--- src/rtl/unreg_word_serializer.sv ---
// Captures active-low words from the unregistered select/invert stage, buffers them in a FIFO
// and shifts each one out LSB-first with frame markers. Optional parity bit: UNREG_SER_PARITY_EN.
module unreg_word_serializer #(
    parameter int WIDTH     = 16,
    parameter int DEPTH     = 4,
    parameter bit INVERT_IN = 1'b1
) (
    input  logic                       clk,
    input  logic                       rst,
    input  logic [WIDTH-1:0]           din,
    input  logic                       din_valid,
    output logic                       din_ready,
    output logic                       sout,
    output logic                       sout_valid,
    input  logic                       sout_ready,
    output logic                       sout_first,
    output logic                       sout_last,
    output logic [$clog2(DEPTH):0]     fifo_count,
    output logic                       busy
);
    localparam int PW = $clog2(DEPTH);
    localparam int CW = PW + 1;
    localparam int IW = (WIDTH > 1) ? $clog2(WIDTH) : 1;

    typedef enum logic [1:0] {IDLE, SHIFT, PAR} state_t;

    state_t            state, next_state;
    logic [WIDTH-1:0]  mem [DEPTH];
    logic [PW-1:0]     wr_ptr, rd_ptr;
    logic [CW-1:0]     count;
    logic [WIDTH-1:0]  shreg;
    logic [IW-1:0]     idx;
    logic              full, empty, push, pop, last_bit;
`ifdef UNREG_SER_PARITY_EN
    logic              par;
`endif

    assign full     = (count == CW'(DEPTH));
    assign empty    = (count == '0);
    // Ready is forced low during reset so the upstream sees no acceptance window.
    assign din_ready = !rst && !full;
    assign push     = din_valid && din_ready;
    assign pop      = (state == IDLE) && !empty;
    assign last_bit = (idx == IW'(WIDTH - 1));
    assign fifo_count = count;
    assign busy     = !empty || (state != IDLE);

    always_ff @(posedge clk) begin
        if (push)
            mem[wr_ptr] <= INVERT_IN ? ~din : din;
    end

    always_ff @(posedge clk or posedge rst) begin
        if (rst) begin
            wr_ptr <= '0;
            rd_ptr <= '0;
            count  <= '0;
        end else begin
            if (push) wr_ptr <= wr_ptr + 1'b1;
            if (pop)  rd_ptr <= rd_ptr + 1'b1;
            case ({push, pop})
                2'b10:   count <= count + 1'b1;
                2'b01:   count <= count - 1'b1;
                default: count <= count;
            endcase
        end
    end

    always_ff @(posedge clk or posedge rst) begin
        if (rst) begin
            shreg <= '0;
            idx   <= '0;
`ifdef UNREG_SER_PARITY_EN
            par   <= 1'b0;
`endif
        end else if (pop) begin
            shreg <= mem[rd_ptr];
            idx   <= '0;
`ifdef UNREG_SER_PARITY_EN
            par   <= ^mem[rd_ptr];
`endif
        end else if (state == SHIFT && sout_ready) begin
            shreg <= shreg >> 1;
            idx   <= idx + 1'b1;
        end
    end

    always_ff @(posedge clk or posedge rst) begin
        if (rst) state <= IDLE;
        else     state <= next_state;
    end

    always_comb begin
        next_state = state;
        case (state)
            IDLE:  if (!empty) next_state = SHIFT;
            SHIFT: if (sout_ready && last_bit)
`ifdef UNREG_SER_PARITY_EN
                       next_state = PAR;
            PAR:   if (sout_ready) next_state = IDLE;
`else
                       next_state = IDLE;
`endif
            default: next_state = IDLE;
        endcase
    end

    always_comb begin
        sout       = 1'b0;
        sout_valid = 1'b0;
        sout_first = 1'b0;
        sout_last  = 1'b0;
        case (state)
            SHIFT: begin
                sout_valid = 1'b1;
                sout       = shreg[0];
                sout_first = (idx == '0);
`ifndef UNREG_SER_PARITY_EN
                sout_last  = last_bit;
`endif
            end
`ifdef UNREG_SER_PARITY_EN
            PAR: begin
                sout_valid = 1'b1;
                sout       = par;
                sout_last  = 1'b1;
            end
`endif
            default: ;
        endcase
    end
endmodule

--- config.mk ---
export PLATFORM = sky130hd
export DESIGN_NAME = unreg_word_serializer
export DESIGN_NICKNAME = d
export VERILOG_FILES = /design/src/rtl/unreg_word_serializer.sv
export SDC_FILE = /design/constraint.sdc
export NUM_CORES = 1
export LEC_CHECK = 0
export CAP_MARGIN = 20
export CORE_UTILIZATION = 60
export CTS_BUF_LIST = sky130_fd_sc_hd__clkbuf_4 sky130_fd_sc_hd__clkbuf_8
export CTS_CLUSTER_DIAMETER = 80
export DETAILED_ROUTE_END_ITERATION = 8
export PLACE_DENSITY = 0.82
export RECOVER_POWER = 25
export SYNTH_ARGS = -nofsm -noshare
export SYNTH_HDL_FRONTEND = slang
export SYNTH_SLANG_ARGS = --single-unit
--- constraint.sdc ---
create_clock -name clk -period 2.59 [get_ports clk]
set_clock_uncertainty 0.15 [all_clocks]
set_input_delay 0.3885 -clock clk [delete_from_list [all_inputs] [get_ports clk]]
set_output_delay 0.3885 -clock clk [all_outputs]
set_load 0.03 [all_outputs]
==> run_results.csv, run 1 <==
group,metric,value,unit
clocking,clock_path_buffers,2,
clocking,numCtsBuffers,9,
setup_path,crit_fanout,3,
logic_synthesis,syn_inst,223,
finish,multi_input_area,0.001022,sq mm
finish,regArea,0.002623,sq mm
routing,vias_per_cell,5.797,
power,power.density,926.3,mW/mm^2
setup_path,cp.arrival,1.92,ns
sta,setup_viol,0,
placement,placed_cell_area,0.004207,sq mm
finish,drive_above_1_share,0.1375,
finish,syn2layout_area_growth,16.17,%
routing,drc,0,
placement,dpl.hpwl,3.939,mm
logic_synthesis,ys_seq_area_frac,0.6888,
setup_path,critPathTopFamily,"buffers and inverters",
logic_synthesis,synth_edf_count,64,
sta,final.min_clock_period,2.455,ns
sta,holdWs,0.3651,ns
logic_synthesis,yosysWarnings,0,
logic_synthesis,ys.flop_type,"edfxtp_1",
power,ir_worst_vdd,0.7688,mV
run,cap_violations,1,
routing,num_vias,1994,
run_status,violations,"max-capacitance violations, max-slew violations",
sta,rsz0062_at_grt,"false",
logic_synthesis,async_reset_ff_frac,0.3043,
sta,fmax,0.4074,GHz
sta,worst_pin_slew,1.529,ns
die,die-area,0.006668,sq mm
setup_path,cp.required,2.05,ns
global_routing,antenna_found_initial,0,
sta,hold_viol,0,
sta,slew_headroom,-0.01940,
logic_synthesis,synth_seq_cells,92,
global_routing,grt_overflow_total,0,
global_routing,grt_usage,0.2121,
clocking,cts-htree-levels,3,
die,rows,28,
die,coreArea,0.006026,sq mm
clocking,cts-root-buf,"clkbuf_8",
clocking,cts_setup_buffers,0,
finish,num-fill-cells,373,
run_status,status,"finished with violations",
finish,design_area,0.004423,sq mm
finish,fin_nets,292,
sta,slew_viol_final,29,
clocking,post_cts_resized,0,
logic_synthesis,syn_area,0.003807,sq mm
logic_synthesis,synth_nets,251,
routing,ant_nets,0,
global_routing,grt_pass1_wl,9.632,mm
die,top_level_ports,29,
finish,diodes,0,
routing,first_pass_iters,4,
clocking,clk_pin_slew,0.08,ns
setup_path,path_class,"reg2out",
global_routing,grt_pass1_vias,1877,
global_routing,grt_max_degree,29,
clocking,cts_tree,"built",
placement,numPortBuffers,28,
clocking,insertion_delay,0.35,ns
setup_path,worstPathCellList,"inv_1 -> ha_1 -> nor4b_1 -> clkdlybuf4s50_1",
sta,period_share,0.9478,
setup_path,cp-end-kind,"output port",
setup_path,crit_buf_inv,2,
setup_path,worst_path_largest_cell_delay,0.72,ns
die,start_util,0.6319,
clocking,cts.sinks,92,
setup_path,cp_slowest_cell,"clkdlybuf4s50_1",
routing,drtIter0Drc,164,
power,leakagePower,1.772,nW
placement,gp_congestion,0.7230,
min_path,min_path_type,"reg2reg",
sta,setup_tns,0,ns
setup_path,start_kind,"flip-flop",
die,die_y,81.66,um
routing,routed_wirelength,6.184,mm
die,fp.dieW,81.66,um
routing,wl_per_cell,17.98,um
logic_synthesis,syn_avg_cell_area,17.07,sq um
clocking,cts_hold_buf,0,
logic_synthesis,synth_cell_type_count,34,
-- flip-flops by register name, summed over array words and instances, names as in the netlist --
name        flops
fifo_count      3
idx             4
mem            64
rd_ptr          2
shreg          16
state           1
wr_ptr          2
-- placed cells by master (no fill, tap or decap), types with 7 or more instances in the layout --
cell type	instances
inv_1	24
dlygate4sd3_1	12
edfxtp_1	64
mux4_1	10
ha_1	7
dfrtp_1	28
buf_4	12
clkdlybuf4s50_1	16
clkbuf_8	9
a221o_1	14
and3_1	14
-- power by group --
| part | switching, mW | total, mW | leakage (nW) | internal, mW |
|---|---|---|---|---|
| sequential | 0.166 | 2.03 | 0.941 | 1.86 |
| clock | 0.482 | 1.04 | 0.108 | 0.556 |
| combinational | 0.520 | 1.03 | 0.723 | 0.513 |
-- final cells by class --
class | instances | share of cell area
Clock buffer | 10 | 0.02970
Clock inverter | 6 | 0.02008
Inverter | 24 | 0.02037
Multi-Input combinational cell | 96 | 0.2311
Sequential cell | 92 | 0.5929
Tap cell | 75 | 0.02122
Timing Repair Buffer | 41 | 0.08458
-- cell families after synthesis --
family	Yosys count	share of synthesized area
AOI/OAI and AO/OA	23	0.05159
xor gates and xnor gates	7	0.01610
adders and majority gates	8	0.02826
buffers and inverters	35	0.04272
DFF	92	0.6888
muxes	20	0.1160
and+or+nand+nor	38	0.05652
-- layer usage --
metal  GRT usage  up-vias  routed length [um]
li1            -      934                   -
met1      0.3020      997                2908
met2      0.3100       51                2927
met3     0.04000       12                 236
met4      0.1228        0                 112
met5           0        -                   0
-- synth_stat cells, types with 2 or more instances --
cell type / n / area [sq um]
nand3_1: 5 / 25.02
o21ai_0: 3 / 15.01
dfrtp_1: 28 / 700.7
mux2_2: 3 / 33.78
clkbuf_1: 4 / 15.01
and2_1: 6 / 37.54
mux4_1: 10 / 262.8
a21oi_1: 2 / 10.01
a221o_1: 14 / 140.1
xor2_1: 3 / 26.28
and3_1: 14 / 87.58
xnor2_1: 4 / 35.03
or3_1: 2 / 12.51
ha_1: 7 / 87.58
nor2_1: 4 / 15.01
edfxtp_1: 64 / 1922
nand2_1: 4 / 15.01
mux4_2: 6 / 135.1
inv_1: 24 / 90.09
buf_2: 2 / 10.01
-- path summary, 6_finish.rpt --
path | depth (start not counted) | slack, ns | from | endpoint
worst max-delay path | 4 | 0.14 | idx[1]$_DFFE_PP0P_ | sout_first
worst max register to register | 8 | 0.41 | fifo_count[0]$_DFFE_PP0P_ | fifo_count[2]$_DFFE_PP0P_
min in group asynchronous | 3 | 0.89 | rst | wr_ptr[1]$_DFFE_PP0P_
worst min-delay path | 1 | 0.37 | shreg[0]$_DFFE_PP0P_ | shreg[0]$_DFFE_PP0P_
max in group asynchronous | 3 | 0.51 | rst | rd_ptr[1]$_DFFE_PP0N_
worst min register to register | 1 | 0.37 | shreg[0]$_DFFE_PP0P_ | shreg[0]$_DFFE_PP0P_
-- through the flow --
stage | setup WS (ns) | power (mW) | cells | util
floorplan | 0.04447 | 2.799 | 223 | -
global placement | 0.1417 | 3.053 | 328 | 0.6981
detailed placement | 0.09867 | 3.108 | 328 | 0.6981
CTS | 0.1177 | 4.133 | 344 | 0.7346
global route | 0.04012 | 4.291 | 344 | 0.7340
finish | 0.1352 | 4.097 | 344 | 0.7340
Power figures use the tool's default switching activity.
==> run 2: changes to the inputs <==
--- a/config.mk
+++ b/config.mk
@@ -5,7 +5,8 @@
 export SDC_FILE = /design/constraint.sdc
 export NUM_CORES = 1
 export LEC_CHECK = 0
-export CAP_MARGIN = 20
+export CAP_MARGIN = 10
+export CORE_MARGIN = 1
 export CORE_UTILIZATION = 60
 export CTS_BUF_LIST = sky130_fd_sc_hd__clkbuf_4 sky130_fd_sc_hd__clkbuf_8
 export CTS_CLUSTER_DIAMETER = 80
==> results of run 2 <==
Final layout, timing and power as in run 1 (identical DEF).
